File: config.mk
export PLATFORM = sky130hd
export DESIGN_NAME = fft_bram_arbiter
export DESIGN_NICKNAME = d
export VERILOG_FILES = /design/src/rtl/fft_bram_arbiter.sv
export SDC_FILE = /design/constraint.sdc
export NUM_CORES = 1
export LEC_CHECK = 0
export CAP_MARGIN = 20
export CORE_AREA = 2 2 141 143
export CTS_CLUSTER_SIZE = 25
export DETAILED_ROUTE_END_ITERATION = 8
export DIE_AREA = 0 0 143 145
export PLACE_DENSITY_LB_ADDON = 0.3
export SLEW_MARGIN = 10
export SYNTH_ARGS = -nofsm -noshare
export SYNTH_HDL_FRONTEND = slang
export SYNTH_SLANG_ARGS = --single-unit
File: constraint.sdc
create_clock -name clk -period 2.45 [get_ports clk]
set_clock_uncertainty 0.1 [all_clocks]
set_input_delay 0.6125 -clock clk [delete_from_list [all_inputs] [get_ports clk]]
set_output_delay 0.6125 -clock clk [all_outputs]
set_load 0.01 [all_outputs]
File: src/rtl/fft_bram_arbiter.sv
`default_nettype none
// ============================================================================
// fft_bram_arbiter
//   Shares one BRAM port between a ping-pong frame writer (absolute priority)
//   and a single-outstanding reader of the opposite bank.
//   Optional feature macro: FBA_STALL_CNT_EN (reader stall counter).
// Revision: 1.0
// ============================================================================
module fft_bram_arbiter #(
    parameter int FRAME_WORDS = 8,
    parameter int ADDR_W      = 13
) (
    input  logic              clk,
    input  logic              rst,
    input  logic [31:0]       wr_addr,
    input  logic [31:0]       wr_din_re,
    input  logic [31:0]       wr_din_im,
    input  logic [3:0]        wr_we,
    input  logic              wr_en,
    input  logic              rd_req_valid,
    output logic              rd_req_ready,
    input  logic [ADDR_W-1:0] rd_req_addr,
    output logic              rd_rvalid,
    input  logic              rd_rready,
    output logic [31:0]       rd_data_re,
    output logic [31:0]       rd_data_im,
    output logic [31:0]       bram_addr,
    output logic [31:0]       bram_din_re,
    output logic [31:0]       bram_din_im,
    output logic [3:0]        bram_we,
    output logic              bram_en,
    input  logic [31:0]       bram_dout_re,
    input  logic [31:0]       bram_dout_im,
    output logic              wr_bank,
    output logic              frame_done,
    output logic [15:0]       rd_stall_cnt
);

    localparam int c_CNT_W = (FRAME_WORDS > 1) ? $clog2(FRAME_WORDS) : 1;
    localparam int c_PAD_W = 32 - ADDR_W - 1;
    localparam logic [c_CNT_W-1:0] c_LAST = c_CNT_W'(FRAME_WORDS - 1);

    typedef enum logic [1:0] {
        S_IDLE    = 2'd0,
        S_ISSUE   = 2'd1,
        S_CAPTURE = 2'd2,
        S_RESP    = 2'd3
    } state_t;

    state_t              r_state;
    state_t              w_state_nxt;
    logic                w_wbeat;
    logic                w_accept;
    logic                w_last;
    logic [c_CNT_W-1:0]  r_frame_cnt;
    logic                r_wr_bank;
    logic                r_frame_done;
    logic [31:0]         r_rd_data_re;
    logic [31:0]         r_rd_data_im;
    logic [31:0]         r_bram_addr;
    logic [31:0]         r_bram_din_re;
    logic [31:0]         r_bram_din_im;
    logic [3:0]          r_bram_we;
    logic                r_bram_en;
    logic                w_unused;

    assign w_unused     = &{1'b0, wr_addr[31:ADDR_W]};
    assign w_wbeat      = wr_en && (wr_we != 4'd0);
    assign rd_req_ready = (r_state == S_IDLE) && !w_wbeat && !rst;
    assign w_accept     = rd_req_valid && rd_req_ready;
    assign w_last       = (r_frame_cnt == c_LAST);

    always_ff @(posedge clk) begin
        if (rst) begin
            r_state <= S_IDLE;
        end else begin
            r_state <= w_state_nxt;
        end
    end

    always_comb begin
        w_state_nxt = r_state;
        case (r_state)
            S_IDLE:    if (w_accept) w_state_nxt = S_ISSUE;
            S_ISSUE:   w_state_nxt = S_CAPTURE;
            S_CAPTURE: w_state_nxt = S_RESP;
            S_RESP:    if (rd_rready) w_state_nxt = S_IDLE;
            default:   w_state_nxt = S_IDLE;
        endcase
    end

    // The read address is registered at accept so it is on the port during
    // ISSUE; the bank is fixed at that instant, so a later swap cannot move it.
    always_ff @(posedge clk) begin
        if (rst) begin
            r_frame_cnt   <= '0;
            r_wr_bank     <= 1'b0;
            r_frame_done  <= 1'b0;
            r_rd_data_re  <= '0;
            r_rd_data_im  <= '0;
            r_bram_addr   <= '0;
            r_bram_din_re <= '0;
            r_bram_din_im <= '0;
            r_bram_we     <= '0;
            r_bram_en     <= 1'b0;
        end else begin
            r_frame_done <= w_wbeat && w_last;
            if (w_wbeat) begin
                r_frame_cnt <= w_last ? '0 : r_frame_cnt + c_CNT_W'(1);
                if (w_last) begin
                    r_wr_bank <= ~r_wr_bank;
                end
            end

            if (w_wbeat) begin
                r_bram_en     <= 1'b1;
                r_bram_we     <= wr_we;
                r_bram_addr   <= {{c_PAD_W{1'b0}}, r_wr_bank, wr_addr[ADDR_W-1:0]};
                r_bram_din_re <= wr_din_re;
                r_bram_din_im <= wr_din_im;
            end else if (w_accept) begin
                r_bram_en   <= 1'b1;
                r_bram_we   <= 4'd0;
                r_bram_addr <= {{c_PAD_W{1'b0}}, ~r_wr_bank, rd_req_addr};
            end else begin
                r_bram_en <= 1'b0;
                r_bram_we <= 4'd0;
            end

            if (r_state == S_CAPTURE) begin
                r_rd_data_re <= bram_dout_re;
                r_rd_data_im <= bram_dout_im;
            end
        end
    end

`ifdef FBA_STALL_CNT_EN
    logic [15:0] r_stall_cnt;

    always_ff @(posedge clk) begin
        if (rst) begin
            r_stall_cnt <= '0;
        end else if (rd_req_valid && (r_state == S_IDLE) && w_wbeat
                     && (r_stall_cnt != 16'hFFFF)) begin
            r_stall_cnt <= r_stall_cnt + 16'd1;
        end
    end

    assign rd_stall_cnt = r_stall_cnt;
`else
    assign rd_stall_cnt = 16'd0;
`endif

    assign rd_rvalid   = (r_state == S_RESP);
    assign rd_data_re  = r_rd_data_re;
    assign rd_data_im  = r_rd_data_im;
    assign bram_addr   = r_bram_addr;
    assign bram_din_re = r_bram_din_re;
    assign bram_din_im = r_bram_din_im;
    assign bram_we     = r_bram_we;
    assign bram_en     = r_bram_en;
    assign wr_bank     = r_wr_bank;
    assign frame_done  = r_frame_done;

endmodule
`default_nettype wire
==> flow_summary.yaml <==
grt:
  grt_pass1_vias: 5101
  track_usage_pct: 16.4
  antenna_found_initial: 0
  grt_overflow: 0
  grt_first_pass_wirelength_um: 26900
  grt_max_degree: 86
final_layout:
  multi_input_area_um2: 2440
  fillCellCount: 1839
  final_common_cell: "clkdlybuf4s50_1"
  antenna_cells: 0
  area_growth_syn_to_layout_pct: 67.9
  final_cell_mix: "clkdlybuf4s50_1 (307), dfxtp_1 (154), nand2_1 (147), nor2_1 (78), a21oi_1 (68)"
  final_util_pct: 51.1
  final_nets: 1145
  drive_above_1_share_pct: 5.77
  final-seq-area_um2: 3080
drt:
  first_pass_iters: 4
  via_count: 5302
  wire_per_inst_um: 14.1
  dr.first_iter.drc_count: 197
  wl_um: 17400
  vias_per_cell: 4.29
  drtAntennaViolNets: 0
  drc_errors: 0
floorplan:
  num_rows: 51
  fp.coreArea_um2: 19200
  initial_core_util_pct: 30.4
  die_w_um: 143
  dieHeight_um: 145
  num_io_pins: 367
  dieArea_um2: 20700
timing:
  setup_ws_ns: 0.0236
  hold_viol: 0
  finalCriticalPeriod_ns: 2.43
  finalCritPeriodShare_pct: 99.0
  worst_pin_slew_ns: 0.925
  drv_slew: 0
  slew-limit-headroom_pct: 38.3
  setup_viol: 0
  fmax_mhz: 412
  rsz0062_at_grt: "no"
worst_setup_path:
  worstPathCellList: "dlygate4sd2_1, o41a_4, nor3b_2, buf_2"
  crit_required_ns: 1.74
  cpPeakStageDelay_ns: 0.50
  crit_buf_inv: 2
  start_kind: "input pin"
  arrival_ns: 1.71
  crit_path_max_fanout: 2
  critPathTopFamily: "compound AO/OA/AOI/OAI gates"
  criticalPathCategory: "input pin to output pin"
  cpMaxStageDelayCell: "o41a_4"
  critPathCaptureType: "output pin"
logic_synthesis:
  syn_area_um2: 5840
  yosysWarnings: 0
  syn_avg_cell_area_um2: 8.95
  ys_seq_elements: 154
  synth_cell_type_count: 25
  synth_cells: 653
  seq_area_frac_synth_pct: 52.8
cts:
  cts_hold_buf: 0
  clockBufferDepth: 2
  clk_pin_slew_ns: 0.06
  cts_htree_levels: 4
  clk_latency_ns: 0.41
  cts_tree: "built"
  cts_buffers: 17
  cts_root_buffer: "clkbuf_16"
  cts_sinks: 154
pwr:
  p_leak_nw: 3.68
  vdd_drop_max_mv: 0.430
  p_total_mw: 7.74
  power_density_nw_per_um2: 789
run:
  maxCapViolations: 0
min_path:
  hp-class: "register to register"
place:
  place_hpwl_um: 12500
  place_congestion: 0.766
  io_buffers: 313
  dp_slack_ns: -0.647
outcome:
  outcome: "complete, no violations"
path summary, 6_finish.rpt:
path	from	to	slack [ns]	depth (start not counted)
max	wr_we[1]	rd_req_ready	0.02	4
min reg2reg	bram_din_im[9]$_SDFFE_PP0N_	bram_din_im[9]$_SDFFE_PP0N_	0.35	2
min	bram_din_im[9]$_SDFFE_PP0N_	bram_din_im[9]$_SDFFE_PP0N_	0.35	2
max reg2reg	r_state[1]$_SDFFE_PP0P_	bram_addr[4]$_SDFFE_PP0P_	0.53	7
what timing repair did:
item / in CTS / in global routing
setup buffers: 1 / 0
pin swaps: 2 / 2
resized for setup: 10 / 1
endpoints found under the setup margin: 1 / 1
report_power, final:
part           switching [mW]  internal, mW  total (mW)
Combinational           0.909          1.14        2.05
Clock                    1.08          1.68        2.76
Sequential              0.142          2.79        2.93
Total                    2.14          5.61        7.74
kinds of logic after synthesis:
family,after synthesis,synth area share [%]
and+or+nand+nor,256,17.5
DFF,154,52.8
AOI/OAI and AO/OA,87,9.02
buffers and inverters,83,8.07
muxes,66,11.3
adders and majority gates,6,1.28
other,1,0.0642
sequential cells by signal, summed over array words and instances (netlist names):
name         flops
bram_addr       14
bram_din_im     32
bram_din_re     32
bram_en          1
bram_we          4
frame_done       1
r_frame_cnt      3
r_state          2
rd_data_im      32
rd_data_re      32
wr_bank          1
through the flow:
step	hold WS, ns	setup TNS (ns)	cell area [µm²]	std cells
floorplan	0.336	0	5970	686
global placement	0.340	-2.75	9180	1202
detailed placement	0.346	-2.42	9180	1202
CTS	0.354	0	9800	1235
global route	0.369	0	9810	1235
finish	0.352	0	9810	1235
cells in the mapped netlist:
cell / n / area [µm²]
dfxtp_1: 154 / 3080
nand2_1: 147 / 552
nor2_1: 78 / 293
a21oi_1: 68 / 340
mux2i_1: 66 / 661
buf_4: 39 / 293
clkbuf_1: 30 / 113
nand3_1: 15 / 75.1
a311oi_1: 13 / 114
buf_2: 11 / 55.1
ha_1: 6 / 75.1
and2_1: 5 / 31.3
nand2b_1: 4 / 25.0
inv_1: 3 / 11.3
nor2b_1: 3 / 18.8
or3_1: 2 / 12.5
a221oi_2: 1 / 15.0
a31oi_1: 1 / 6.26
conb_1: 1 / 3.75
nand3b_1: 1 / 7.51
nor3b_1: 1 / 7.51
o21ai_0: 1 / 5.00
o21bai_1: 1 / 7.51
o41a_1: 1 / 11.3
o41ai_4: 1 / 27.5
metal layers:
| layer | global-route usage, % | routed length (µm) | part of all wire, % | vias up |
|---|---|---|---|---|
| met4 | 4.55 | 155 | 0.89 | 0 |
| li1 | - | - | - | 2689 |
| met2 | 27.8 | 8550 | 49 | 220 |
| met3 | 7.29 | 1850 | 11 | 9 |
| met1 | 18.7 | 6860 | 39 | 2384 |
| met5 | 0 | 0 | 0 | - |
worst reg2reg max path: stages (launching register included):
cell,delay (ns)
dfxtp_1,0.41
inv_1,0.09
ha_1,0.22
buf_4,0.21
nand2_1,0.30
buf_4,0.20
nand2_1,0.05
a311oi_1,0.24
area by class of cell:
class | count | area share (%)
Multi-Input combinational cell | 449 | 24.9
Tap cell | 265 | 3.38
Clock buffer | 21 | 4.69
Inverter | 3 | 0.115
Sequential cell | 154 | 31.4
Timing Repair Buffer | 332 | 33.9
Clock inverter | 11 | 1.63
Power figures use the tool's default switching activity.
